==> src/rtl/mod_timing_ctrl_if.sv <==
// Settings-to-sequencer bus for the modulation timing controller.
// The settings block drives requests and timing as master; the sequencer reports playback state as slave.
interface mod_timing_ctrl_if #(
    parameter int IDX_WIDTH = 15,
    parameter int DIV_WIDTH = 16
);
    logic                 TICK;
    logic [63:0]          SYS_TIME;
    logic                 UPDATE;
    logic                 REQ_RD_SEGMENT;
    logic [1:0]           TRANSITION_MODE;
    logic [63:0]          TRANSITION_VALUE;
    logic [IDX_WIDTH-1:0] CYCLE_0;
    logic [IDX_WIDTH-1:0] CYCLE_1;
    logic [DIV_WIDTH-1:0] FREQ_DIV_0;
    logic [DIV_WIDTH-1:0] FREQ_DIV_1;
    logic [31:0]          REP_0;
    logic [31:0]          REP_1;
    logic [IDX_WIDTH-1:0] IDX;
    logic                 SEGMENT;
    logic                 STOP;
    logic                 PENDING;

    modport master (
        output TICK, SYS_TIME, UPDATE, REQ_RD_SEGMENT, TRANSITION_MODE, TRANSITION_VALUE,
               CYCLE_0, CYCLE_1, FREQ_DIV_0, FREQ_DIV_1, REP_0, REP_1,
        input  IDX, SEGMENT, STOP, PENDING
    );

    modport slave (
        input  TICK, SYS_TIME, UPDATE, REQ_RD_SEGMENT, TRANSITION_MODE, TRANSITION_VALUE,
               CYCLE_0, CYCLE_1, FREQ_DIV_0, FREQ_DIV_1, REP_0, REP_1,
        output IDX, SEGMENT, STOP, PENDING
    );
endinterface

==> src/rtl/mod_timing_ctrl.sv <==
// Two-segment modulation sequencer: turns TICK into BRAM index, active segment and stop flag,
// and swaps segments on request using IMMEDIATE, SYNC_IDX or SYS_TIME transitions.
module mod_timing_ctrl #(
    parameter int IDX_WIDTH = 15,
    parameter int DIV_WIDTH = 16
) (
    input  logic             CLK,
    input  logic             RST_N,
    mod_timing_ctrl_if.slave bus
);

    typedef enum logic [1:0] {
        ST_IDLE    = 2'd0,
        ST_RUN     = 2'd1,
        ST_STOPPED = 2'd2
    } state_t;

    localparam logic [1:0]           MODE_SYNC_IDX = 2'd0;
    localparam logic [1:0]           MODE_SYS_TIME = 2'd2;
    localparam logic [31:0]          REP_INFINITE  = 32'hFFFF_FFFF;
    localparam logic [31:0]          LOOP_ONE      = 32'd1;
    localparam logic [IDX_WIDTH-1:0] IDX_ONE       = IDX_WIDTH'(1);
    localparam logic [DIV_WIDTH-1:0] DIV_ONE       = DIV_WIDTH'(1);

    // Control state, reset
    state_t               state_q, state_d;
    logic [IDX_WIDTH-1:0] idx_q, idx_d;
    logic                 seg_q, seg_d;
    logic                 stop_q, stop_d;
    logic                 pend_q, pend_d;
    logic [DIV_WIDTH-1:0] div_cnt_q, div_cnt_d;
    logic [31:0]          loop_cnt_q, loop_cnt_d;

    // Segment parameters, only meaningful once a swap or latch has qualified them
    logic [IDX_WIDTH-1:0] act_cycle_q, act_cycle_d;
    logic [DIV_WIDTH-1:0] act_div_q, act_div_d;
    logic [31:0]          act_rep_q, act_rep_d;
    logic                 pend_seg_q, pend_seg_d;
    logic [1:0]           pend_mode_q, pend_mode_d;
    logic [63:0]          pend_tv_q, pend_tv_d;
    logic [IDX_WIDTH-1:0] pend_cycle_q, pend_cycle_d;
    logic [DIV_WIDTH-1:0] pend_div_q, pend_div_d;
    logic [31:0]          pend_rep_q, pend_rep_d;

    logic swap;
    logic step;
    logic at_end;
    logic wrap;

    // A divider of 0 behaves as divide-by-1, so its last count is 0 as well.
    function automatic logic [DIV_WIDTH-1:0] div_last(input logic [DIV_WIDTH-1:0] div);
        return (div == '0) ? '0 : (div - DIV_ONE);
    endfunction

    function automatic logic [31:0] loop_inc(input logic [31:0] cnt);
        return (cnt == '1) ? cnt : (cnt + LOOP_ONE);
    endfunction

    always_comb begin
        state_d      = state_q;
        idx_d        = idx_q;
        seg_d        = seg_q;
        stop_d       = stop_q;
        pend_d       = pend_q;
        div_cnt_d    = div_cnt_q;
        loop_cnt_d   = loop_cnt_q;
        act_cycle_d  = act_cycle_q;
        act_div_d    = act_div_q;
        act_rep_d    = act_rep_q;
        pend_seg_d   = pend_seg_q;
        pend_mode_d  = pend_mode_q;
        pend_tv_d    = pend_tv_q;
        pend_cycle_d = pend_cycle_q;
        pend_div_d   = pend_div_q;
        pend_rep_d   = pend_rep_q;
        swap         = 1'b0;

        step   = (div_cnt_q == div_last(act_div_q));
        at_end = (idx_q == act_cycle_q);
        wrap   = (state_q == ST_RUN) && step && at_end;

        if (bus.TICK && pend_q) begin
            unique case (pend_mode_q)
                MODE_SYNC_IDX: swap = (state_q != ST_RUN) || wrap;
                MODE_SYS_TIME: swap = (state_q == ST_IDLE) || (bus.SYS_TIME >= pend_tv_q);
                default:       swap = 1'b1;
            endcase
        end

        if (swap) begin
            state_d     = ST_RUN;
            seg_d       = pend_seg_q;
            idx_d       = '0;
            stop_d      = 1'b0;
            div_cnt_d   = '0;
            loop_cnt_d  = '0;
            act_cycle_d = pend_cycle_q;
            act_div_d   = pend_div_q;
            act_rep_d   = pend_rep_q;
        end else if (bus.TICK && (state_q == ST_RUN)) begin
            if (!step) begin
                div_cnt_d = div_cnt_q + DIV_ONE;
            end else begin
                div_cnt_d = '0;
                if (!at_end) begin
                    idx_d = idx_q + IDX_ONE;
                end else if ((act_rep_q != REP_INFINITE) && (loop_cnt_q == act_rep_q)) begin
                    // Final pass done: hold the last entry for the datapath.
                    state_d = ST_STOPPED;
                    stop_d  = 1'b1;
                end else begin
                    idx_d      = '0;
                    loop_cnt_d = loop_inc(loop_cnt_q);
                end
            end
        end

        // A fresh request lands after any swap of the older one in the same cycle.
        if (bus.UPDATE) begin
            pend_d       = 1'b1;
            pend_seg_d   = bus.REQ_RD_SEGMENT;
            pend_mode_d  = bus.TRANSITION_MODE;
            pend_tv_d    = bus.TRANSITION_VALUE;
            pend_cycle_d = bus.REQ_RD_SEGMENT ? bus.CYCLE_1    : bus.CYCLE_0;
            pend_div_d   = bus.REQ_RD_SEGMENT ? bus.FREQ_DIV_1 : bus.FREQ_DIV_0;
            pend_rep_d   = bus.REQ_RD_SEGMENT ? bus.REP_1      : bus.REP_0;
        end else if (swap) begin
            pend_d = 1'b0;
        end
    end

    always_ff @(posedge CLK) begin
        if (!RST_N) begin
            state_q    <= ST_IDLE;
            idx_q      <= '0;
            seg_q      <= 1'b0;
            stop_q     <= 1'b1;
            pend_q     <= 1'b0;
            div_cnt_q  <= '0;
            loop_cnt_q <= '0;
        end else begin
            state_q    <= state_d;
            idx_q      <= idx_d;
            seg_q      <= seg_d;
            stop_q     <= stop_d;
            pend_q     <= pend_d;
            div_cnt_q  <= div_cnt_d;
            loop_cnt_q <= loop_cnt_d;
        end
    end

    always_ff @(posedge CLK) begin
        act_cycle_q  <= act_cycle_d;
        act_div_q    <= act_div_d;
        act_rep_q    <= act_rep_d;
        pend_seg_q   <= pend_seg_d;
        pend_mode_q  <= pend_mode_d;
        pend_tv_q    <= pend_tv_d;
        pend_cycle_q <= pend_cycle_d;
        pend_div_q   <= pend_div_d;
        pend_rep_q   <= pend_rep_d;
    end

    assign bus.IDX     = idx_q;
    assign bus.SEGMENT = seg_q;
    assign bus.STOP    = stop_q;
    assign bus.PENDING = pend_q;

endmodule

==> src/flat_wrapper.sv <==
// flat-port wrapper written by rule: the top's interface ports become plain ports
module mod_timing_ctrl_flat 
#(
    parameter int IDX_WIDTH = 15,
    parameter int DIV_WIDTH = 16
)
  (CLK, RST_N, bus_TICK, bus_SYS_TIME, bus_UPDATE, bus_REQ_RD_SEGMENT, bus_TRANSITION_MODE, bus_TRANSITION_VALUE, bus_CYCLE_0, bus_CYCLE_1, bus_FREQ_DIV_0, bus_FREQ_DIV_1, bus_REP_0, bus_REP_1, bus_IDX, bus_SEGMENT, bus_STOP, bus_PENDING);
  mod_timing_ctrl_if #(.IDX_WIDTH(IDX_WIDTH), .DIV_WIDTH(DIV_WIDTH)) bus_i ();
  input  logic CLK;
  input  logic RST_N;
  input wire logic [$bits(bus_i.TICK)-1:0] bus_TICK;
  input wire logic [$bits(bus_i.SYS_TIME)-1:0] bus_SYS_TIME;
  input wire logic [$bits(bus_i.UPDATE)-1:0] bus_UPDATE;
  input wire logic [$bits(bus_i.REQ_RD_SEGMENT)-1:0] bus_REQ_RD_SEGMENT;
  input wire logic [$bits(bus_i.TRANSITION_MODE)-1:0] bus_TRANSITION_MODE;
  input wire logic [$bits(bus_i.TRANSITION_VALUE)-1:0] bus_TRANSITION_VALUE;
  input wire logic [$bits(bus_i.CYCLE_0)-1:0] bus_CYCLE_0;
  input wire logic [$bits(bus_i.CYCLE_1)-1:0] bus_CYCLE_1;
  input wire logic [$bits(bus_i.FREQ_DIV_0)-1:0] bus_FREQ_DIV_0;
  input wire logic [$bits(bus_i.FREQ_DIV_1)-1:0] bus_FREQ_DIV_1;
  input wire logic [$bits(bus_i.REP_0)-1:0] bus_REP_0;
  input wire logic [$bits(bus_i.REP_1)-1:0] bus_REP_1;
  output wire logic [$bits(bus_i.IDX)-1:0] bus_IDX;
  output wire logic [$bits(bus_i.SEGMENT)-1:0] bus_SEGMENT;
  output wire logic [$bits(bus_i.STOP)-1:0] bus_STOP;
  output wire logic [$bits(bus_i.PENDING)-1:0] bus_PENDING;
  assign bus_i.TICK = bus_TICK;
  assign bus_i.SYS_TIME = bus_SYS_TIME;
  assign bus_i.UPDATE = bus_UPDATE;
  assign bus_i.REQ_RD_SEGMENT = bus_REQ_RD_SEGMENT;
  assign bus_i.TRANSITION_MODE = bus_TRANSITION_MODE;
  assign bus_i.TRANSITION_VALUE = bus_TRANSITION_VALUE;
  assign bus_i.CYCLE_0 = bus_CYCLE_0;
  assign bus_i.CYCLE_1 = bus_CYCLE_1;
  assign bus_i.FREQ_DIV_0 = bus_FREQ_DIV_0;
  assign bus_i.FREQ_DIV_1 = bus_FREQ_DIV_1;
  assign bus_i.REP_0 = bus_REP_0;
  assign bus_i.REP_1 = bus_REP_1;
  assign bus_IDX = bus_i.IDX;
  assign bus_SEGMENT = bus_i.SEGMENT;
  assign bus_STOP = bus_i.STOP;
  assign bus_PENDING = bus_i.PENDING;
  mod_timing_ctrl #(.IDX_WIDTH(IDX_WIDTH), .DIV_WIDTH(DIV_WIDTH)) u_core (.CLK(CLK), .RST_N(RST_N), .bus(bus_i));
endmodule
==> config.mk <==
export PLATFORM = sky130hd
export DESIGN_NAME = mod_timing_ctrl_flat
export DESIGN_NICKNAME = d
export VERILOG_FILES = /design/src/rtl/mod_timing_ctrl_if.sv /design/src/rtl/mod_timing_ctrl.sv /design/src/flat_wrapper.sv
export SDC_FILE = /design/constraint.sdc
export NUM_CORES = 1
export LEC_CHECK = 0
export BUFFER_PORTS_ARGS = -buffer_cell sky130_fd_sc_hd__buf_4
export CORE_MARGIN = 3
export CORE_UTILIZATION = 25
export CTS_CLUSTER_SIZE = 25
export DETAILED_ROUTE_END_ITERATION = 7
export PLACE_DENSITY = 0.44
export SLEW_MARGIN = 20
export SYNTH_ARGS = -nofsm -noshare
export SYNTH_HDL_FRONTEND = slang
export SYNTH_SLANG_ARGS = --single-unit
==> constraint.sdc <==
create_clock -name CLK -period 6 [get_ports CLK]
set_clock_uncertainty 0.05 [all_clocks]
set_input_delay 0.3 -clock CLK [delete_from_list [all_inputs] [get_ports CLK]]
set_output_delay 0.3 -clock CLK [all_outputs]
set_load 0.01 [all_outputs]
==> results.md, run 1 <==
* Initial cell density of the core at 25.6%
* Setup Buffers After CTS at 0
* Synthesized Nets at around 1,400
* Vias per Instance at around 4.6
* Syn avg cell area at 11.7 sq um
* Mapped Area at between 0.01 and 0.015 sq mm
* Grt total ovfl at 0
* Synth area leader: edfxtp_1
* RSZ-0062 raised after global routing: no
* Final setup violating endpoints at 0
* Hpwl dp at about 26,000 um
* I/O Pins at 279
* Vias post-DR at 10,300
* Sw Share at a little under a quarter
* Minimum clock period at about 4.5 ns
* Vias in the first global route at 10,500
* Required time worst endpoint at roughly 6.4 ns
* DIE WIDTH at approximately 230 um
* EDFF count, synth at just under 200
* Routed Wire Length at 37,300 um
* Cts repair resizes at 0
* Syn Inst Count at 1,108
* Clock Pin Slew Worst Setup and Hold Paths at ~0.06 ns
* Critical Path AT at 4.88 ns
* Commonest cells after routing, fill and taps aside: 288 x buf_4, 193 x edfxtp_1, 171 x dlygate4sd3_1
* Final ANT Viol Nets at 0
* First-pass GRT wire length at 57,700 um
* Commonest non-fill, non-tap cell in the layout: buf_4
* Port bufs at 278
* Clk pwr share at ~42%
* Routability congestion estimate at 0.818
* Root Driver: clkbuf_16
* VDD IR max at about 0.22 mV
* Max-cap violations at 0
* Leak Pwr at a little over 7 nW
* Comb pwr share at 11.3%
* Top Family by Delay on Critical Path: simple AND/OR/NAND/NOR gates
* Clk sinks at 261
* Dpl cells at 2,018
* Max-Slew Margin vs Limit at about a third
* CP cell instances: or3_1 -> or4_1 -> a221oi_1 -> a31oi_1 -> nor3_1 -> nand4_4 -> buf_4 -> or3_1 -> a211oi_1
* Final period util at between 70% and 80%
* Psw at ~1.0 mW
* CP Launch Point: u_core.act_div_q[3]
* Synth top area cells: edfxtp_1 45%, dfxtp_1 10%, ha_1 6.5%
* Buf/Inv on CP at 1
* Average wire per standard cell at between 15 and 20 um
* Netlist cell types at between 60 and 70
* RR Startpoint: u_core.act_div_q[3]
* Longest Clk Path Bufs at 3
* Std-Cell Core Area at around 0.051 sq mm
* Post-synth top area share at between 40% and 50%
* Top FF cell, synth: edfxtp_1
* Final cell count without fillers at around 2,300
* Die Ht at roughly 230 um
* Min-delay src: bus_FREQ_DIV_1[4]
* Final hold viol count at 0
* Status: completed
* Power Dens Cells at between 200 and 250 mW/mm^2
* Area grow syn2layout at 42.9%
* First-pass DRT Iterations at 5
* Initial antenna violation count at 1
* Num CTS Buffers at 34
* Synth async-reset ratio at 0%
* Slowest stage delay, CP at between 0.6 and 0.7 ns
* Yosys warning count at 0
* Critical Path Sink Type: flop
* Slew Limit Fails at 0
* Final #Nets at about 1,900
* Row count at between 80 and 90
* Fraction of layout instances using a drive strength above 1 at 26.4%
* Setup TNS at 0 ns
* Total GRT Usage at between 10% and 20%
* Antenna Cells at 0
* Post-cts hold buffer count at 171
* Worst skew pair latency at 0.55 ns
* Flops & latches, synth at approximately 260
* Slowest stage cell, crit path: nand4_4
* Sequential share of power at roughly 47%
* Peak Freq at 223 MHz
* Iter 0 DRT Violations at around 640
* Critical path class: flop to flop
* Crit path top cell by count: or3_1
* Worst-margin pin slew at 0.982 ns
* Pint at between 3 and 4 mW
* DRC violations left at 0
* Register area share after synthesis at about 55%
* CTS tree: built
* Die Area at 0.0548 sq mm
* Largest net degree at the start of global routing at 73
* H-tree levels at 2
* Critical path launch point type: flop
* Max FO, Critical Path at slightly below 60
* Min-delay worst type: primary input to flop
==> stage by stage <==
step / power, mW / hold WS [ns] / worst slack [ns] / util (%) / cell area [sq um]
6_report: 4.54 / 0.0309 / 1.51 / 36.6 / 18600
5_1_grt: 4.77 / 0.00844 / 1.17 / 36.6 / 18600
4_1_cts: 4.64 / 0.00101 / 1.49 / 36.6 / 18600
3_5_place_dp: 2.56 / 0.355 / 1.53 / 31.2 / 15900
3_3_place_gp: 2.56 / 0.353 / 1.60 / 31.2 / 15900
2_1_floorplan: 2.33 / 0.349 / 0.684 / - / 13000
==> cell usage after synthesis, types with 4 or more instances <==
cell,instances
a2111oi_0,6
a211oi_1,40
a21o_1,13
a21oi_1,34
a31oi_1,10
and2_1,4
and3_1,19
and4_1,9
buf_2,5
clkbuf_1,43
dfxtp_1,68
edfxtp_1,193
ha_1,68
inv_1,78
mux2_2,63
nand2_1,33
nand2b_1,4
nand3_1,32
nand4_1,54
nor2_1,29
nor2b_1,7
nor3_1,19
nor4_1,37
o21a_1,4
o21ai_0,53
o31ai_1,6
or2_2,7
or3_1,36
or4_1,9
xnor2_1,43
xor2_1,35
==> sequential cells by signal, indices dropped and copies added, names as in the netlist, 15 cells and up <==
register and cells:
u_core.act_cycle_q 15, u_core.loop_cnt_q 32, u_core.pend_cycle_q 15, u_core.act_rep_q 32
u_core.pend_div_q 16, u_core.pend_tv_q 64, u_core.bus.IDX 15, u_core.pend_rep_q 32
u_core.div_cnt_q 16, u_core.act_div_q 16
==> path summary, 6_finish.rpt <==
| path | cells past startpoint | slack (ns) | endpoint |
|---|---|---|---|
| worst min register to register | 0 | 0.36 | u_core.act_rep_q[30] |
| worst min-delay path | 2 | 0.03 | u_core.pend_div_q[4] |
| worst max-delay path | 9 | 1.51 | u_core.loop_cnt_q[8] |
| worst max register to register | 9 | 1.51 | u_core.loop_cnt_q[8] |
==> cell families (layout without fill, tap and decap cells) <==
family,after synthesis,after routing,share of synthesized area [%]
xor+xnor,78,78,5.25
simple gates,307,307,13.6
mux,66,66,5.68
compound gates,197,197,10.1
flops,261,261,55.0
buf+inv,131,601,3.88
fa+ha+maj,68,68,6.54
==> layout make-up <==
cell class | instances | area (sq um)
flip-flops and latches | 261 | 7160
clock buffers | 46 | 916
fillers | 5055 | 32200
multi-input cells | 716 | 5370
repair buffers | 461 | 3910
well taps | 672 | 841
inverters | 79 | 297
clock inverters | 15 | 118
==> power by group through the flow <==
stage | Combinational, mW | Sequential (mW) | Clock (mW)
CTS | 0.519 | 2.11 | 2.01
global placement | 0.411 | 2.15 | 0
detailed placement | 0.415 | 2.15 | 0
global route | 0.570 | 2.12 | 2.08
floorplan | 0.198 | 2.13 | 0
finish | 0.511 | 2.11 | 1.92
==> layer usage <==
metal / vias up / global-route usage (%) / wire length (um)
met4: 2 / 3.84 / 804
li1: 5140 / - / -
met2: 234 / 23.0 / 18100
met3: 50 / 3.23 / 1960
met1: 4850 / 16.9 / 16400
met5: - / 0 / 13
==> worst register-to-register path, stage by stage (launching register included) <==
cell,delay [ns]
edfxtp_1,0.52
or3_1,0.59
or4_1,0.58
a221oi_1,0.32
a31oi_1,0.19
nor3_1,0.39
nand4_4,0.63
buf_4,0.52
or3_1,0.36
a211oi_1,0.24
No activity file was read; power rests on OpenSTA's default activity.
==> run 2, diff against run 1 <==
--- a/config.mk
+++ b/config.mk
@@ -5,12 +5,13 @@
 export SDC_FILE = /design/constraint.sdc
 export NUM_CORES = 1
 export LEC_CHECK = 0
+export ABC_AREA = 1
 export BUFFER_PORTS_ARGS = -buffer_cell sky130_fd_sc_hd__buf_4
 export CORE_MARGIN = 3
 export CORE_UTILIZATION = 25
 export CTS_CLUSTER_SIZE = 25
 export DETAILED_ROUTE_END_ITERATION = 7
-export PLACE_DENSITY = 0.44
+export PLACE_DENSITY = 0.45
 export SLEW_MARGIN = 20
 export SYNTH_ARGS = -nofsm -noshare
 export SYNTH_HDL_FRONTEND = slang
==> constraint.sdc (replaced) <==
create_clock -name CLK -period 3.8 [get_ports CLK]
set_clock_uncertainty 0.05 [all_clocks]
set_input_delay 0.19 -clock CLK [delete_from_list [all_inputs] [get_ports CLK]]
set_output_delay 0.19 -clock CLK [all_outputs]
set_load 0.01 [all_outputs]
==> run 2 against run 1 <==
Effect of this change: critical path type unchanged; critical endpoint is now u_core.bus.IDX[4]; register-to-register slack lost 0.91 ns; synthesized cell count grew 35%; maximum frequency grew 40%; global-route usage shrank 0.058 points.
==> results.md, run 2 <==
* RR Endpoint: u_core.bus.IDX[4]
* Iter 0 DRT Violations at 579
* Area grow syn2layout at 41.8%
* Synthesized-area fraction occupied by adder cells at ~6.0%
* Fraction of layout instances using a drive strength above 1 at 21.8%
* Largest net degree at the start of global routing at 80
* RR Startpoint: u_core.act_div_q[0]
* Syn Inst Count at between 1,000 and 1,500
* Final setup violating endpoints at 0
* Num CTS Buffers at 31
* RSZ-0062 raised after global routing: no
* Final hold viol count at 0
* Min-delay worst type: primary input to flop
* Max reg flops at 64
* Power Total at slightly above 7 mW
* Synth async-reset ratio at 0%
* Top reg by flops: u_core.pend_tv_q
* Port bufs at roughly 280
* Std-Cell Core Area at around 0.055 sq mm
* First-pass GRT wire length at 64,100 um
* Initial antenna violation count at 1
* Buf/Inv on CP at 4
* Hpwl dp at around 30,000 um
* Worst hold stages at 1
* CTS tree: built
* Synth top area cells: edfxtp_1 41%, dfxtp_1 9.7%, nand2_1 7.7%
* Setup TNS at 0 ns
* Min-delay src: bus_UPDATE
* Final #Nets at about 2,300
* CP cell instances: inv_1 -> ha_1 -> nand2_2 -> nor2_4 -> nand2_4 -> nand3_1 -> nand2_1 -> nor2_1 -> nand2_1 -> nor2_1 -> nand3_1 -> buf_4 -> inv_6 -> nand2_2 -> o21ai_1 -> inv_1 -> nor2_1
* Leak Pwr at roughly 8 nW
* EDFF count, synth at between 150 and 200
* Slew Limit Fails at 0
* Top Family by Delay on Critical Path: simple AND/OR/NAND/NOR gates
* Die Ht at approximately 240 um
* Max-Slew Margin vs Limit at around 38%
* Synth Area in Compound Gates at ~4%
* Top cells by count, synth: 290 x nand2_1, 212 x inv_1, 193 x edfxtp_1
* Final ANT Viol Nets at 0
* Row count at 86
* Final cell count without fillers at 2,743
* VDD IR max at ~0.28 mV
* Status: completed
* Placed Area at 0.0170 sq mm
* Vias in the first global route at between 10,000 and 15,000
* Flops & latches, synth at ~260
* H-tree levels at 1
* Dpl cells at 2,491
* Critical Path AT at between 3 and 4 ns
* Routed Wire Length at ~40,000 um
* Clk sinks at approximately 260
* Final Cell Area at around 0.020 sq mm
* Multiplexer area fraction after synthesis at between 5 and 6%
* Power Dens Cells at 363 mW/mm^2
* Minimum clock period at between 3 and 4 ns
* Grt total ovfl at 0
* Slowest stage cell, crit path: nand2_2
* DRC violations left at 0
* Simple-Gate Fraction of Synth Area at roughly a fifth
* Max FO, Critical Path at 33
* Final period util at between 80% and 90%
* Main combinational cell family by area after synthesis: simple AND/OR/NAND/NOR gates
* Required time worst endpoint at about 4.3 ns
* Die Area at approximately 0.059 sq mm
* Post-synth top area share at 41.2%
* Max-cap violations at 0
* Average wire per standard cell at 14.7 um
* Vias per Instance at about 4.2
* R2r setup slk at 0.60 ns
* Critical Path Sink Type: flop
* Hold EP: u_core.pend_tv_q[19]
* I/O Pins at roughly 280
* DIE WIDTH at ~240 um
* Yosys warning count at 0
* Slowest stage delay, CP at 0.37 ns
* Synth area leader: edfxtp_1
* Total GRT Usage at 13.4%
* Worst R2R Path Depth at 17
* Syn avg cell area at between 9 and 10 sq um
* Longest Clk Path Bufs at 3
* Worst-margin pin slew at 0.936 ns
* First-pass DRT Iterations at 5
* Initial cell density of the core at 25.4%
* Clock Pin Slew Worst Setup and Hold Paths at 0.06 ns
* Count leader, synth: nand2_1
* Commonest non-fill, non-tap cell in the layout: nand2_1
* Critical path launch point type: flop
* Peak Freq at ~310 MHz
* Top FF cell, synth: edfxtp_1
* Commonest cells after routing, fill and taps aside: 290 x nand2_1, 287 x buf_4, 211 x inv_1
* Synth Area in XOR/XNOR at 5.48%
* Routability congestion estimate at 0.850
* Setup Buffers After CTS at 0
* Netlist cell types at 41
* Mapped Area at 0.0141 sq mm
* Crit path top cell by count: nor2_1
* Register area share after synthesis at around half
* Critical path class: flop to flop
* Root Driver: clkbuf_16
* Synthesized Nets at 1,822
* Vias post-DR at around 12,000
* Worst skew pair latency at between 0.5 and 0.6 ns
## run 2: power by group
part	switching [mW]	leakage [nW]	internal [mW]
logic	0.350	5.25	0.501
registers	0.0694	2.40	3.26
clock network	1.23	0.500	1.83
total	1.65	8.15	5.59
## run 2: stage by stage
stage | setup WS (ns) | utilization, % | hold WS [ns]
finish | 0.600 | 36.0 | 0.133
CTS | 0.546 | 36.0 | 0.136
global route | 0.183 | 36.0 | 0.154
floorplan | 0.120 | - | 0.239
global placement | 0.671 | 30.6 | 0.318
detailed placement | 0.554 | 30.6 | 0.319
## run 2: kinds of logic after synthesis
kind of cell / count (synthesis)
and+or+nand+nor: 656
DFF: 261
buffers and inverters: 255
AOI/OAI and AO/OA: 102
xor gates and xnor gates: 88
adders and majority gates: 68
muxes: 63
## run 2: what timing repair did
item | in CTS | in global routing
hold endpoints to repair | 145 | 0
hold buffers | 194 | 0
endpoints found under the setup margin | 0 | 0
gates resized for setup | 0 | 0
## run 2: per-layer routing
layer  GRT usage [%]  wire length [um]
met1            16.4             17300
met2            23.6             19600
met3            3.75              2910
met4            2.79               653
met5               0                 0
## run 2: final cells by class
cell class                      count  area, sq um
Fill cell                        5573        35500
Sequential cell                   261         7160
Multi-Input combinational cell    977         5850
Timing Repair Buffer              484         4150
Tap cell                          748          936
Inverter                          215          812
Clock buffer                       31          776
Clock inverter                     26          275
Antenna cell                        1         2.50
## run 2: worst max path at each step
stage	start	end	slack (ns)	depth (start not counted)
after floorplan	u_core.act_div_q[0]	u_core.act_cycle_q[0]	0.12	17
after global placement	u_core.act_div_q[0]	u_core.bus.IDX[0]	0.67	17
after detailed placement	u_core.act_div_q[0]	u_core.bus.IDX[4]	0.55	17
after CTS	u_core.act_div_q[0]	u_core.bus.IDX[4]	0.55	17
after global routing	u_core.act_div_q[0]	u_core.bus.IDX[4]	0.18	17
final	u_core.act_div_q[0]	u_core.bus.IDX[4]	0.60	17
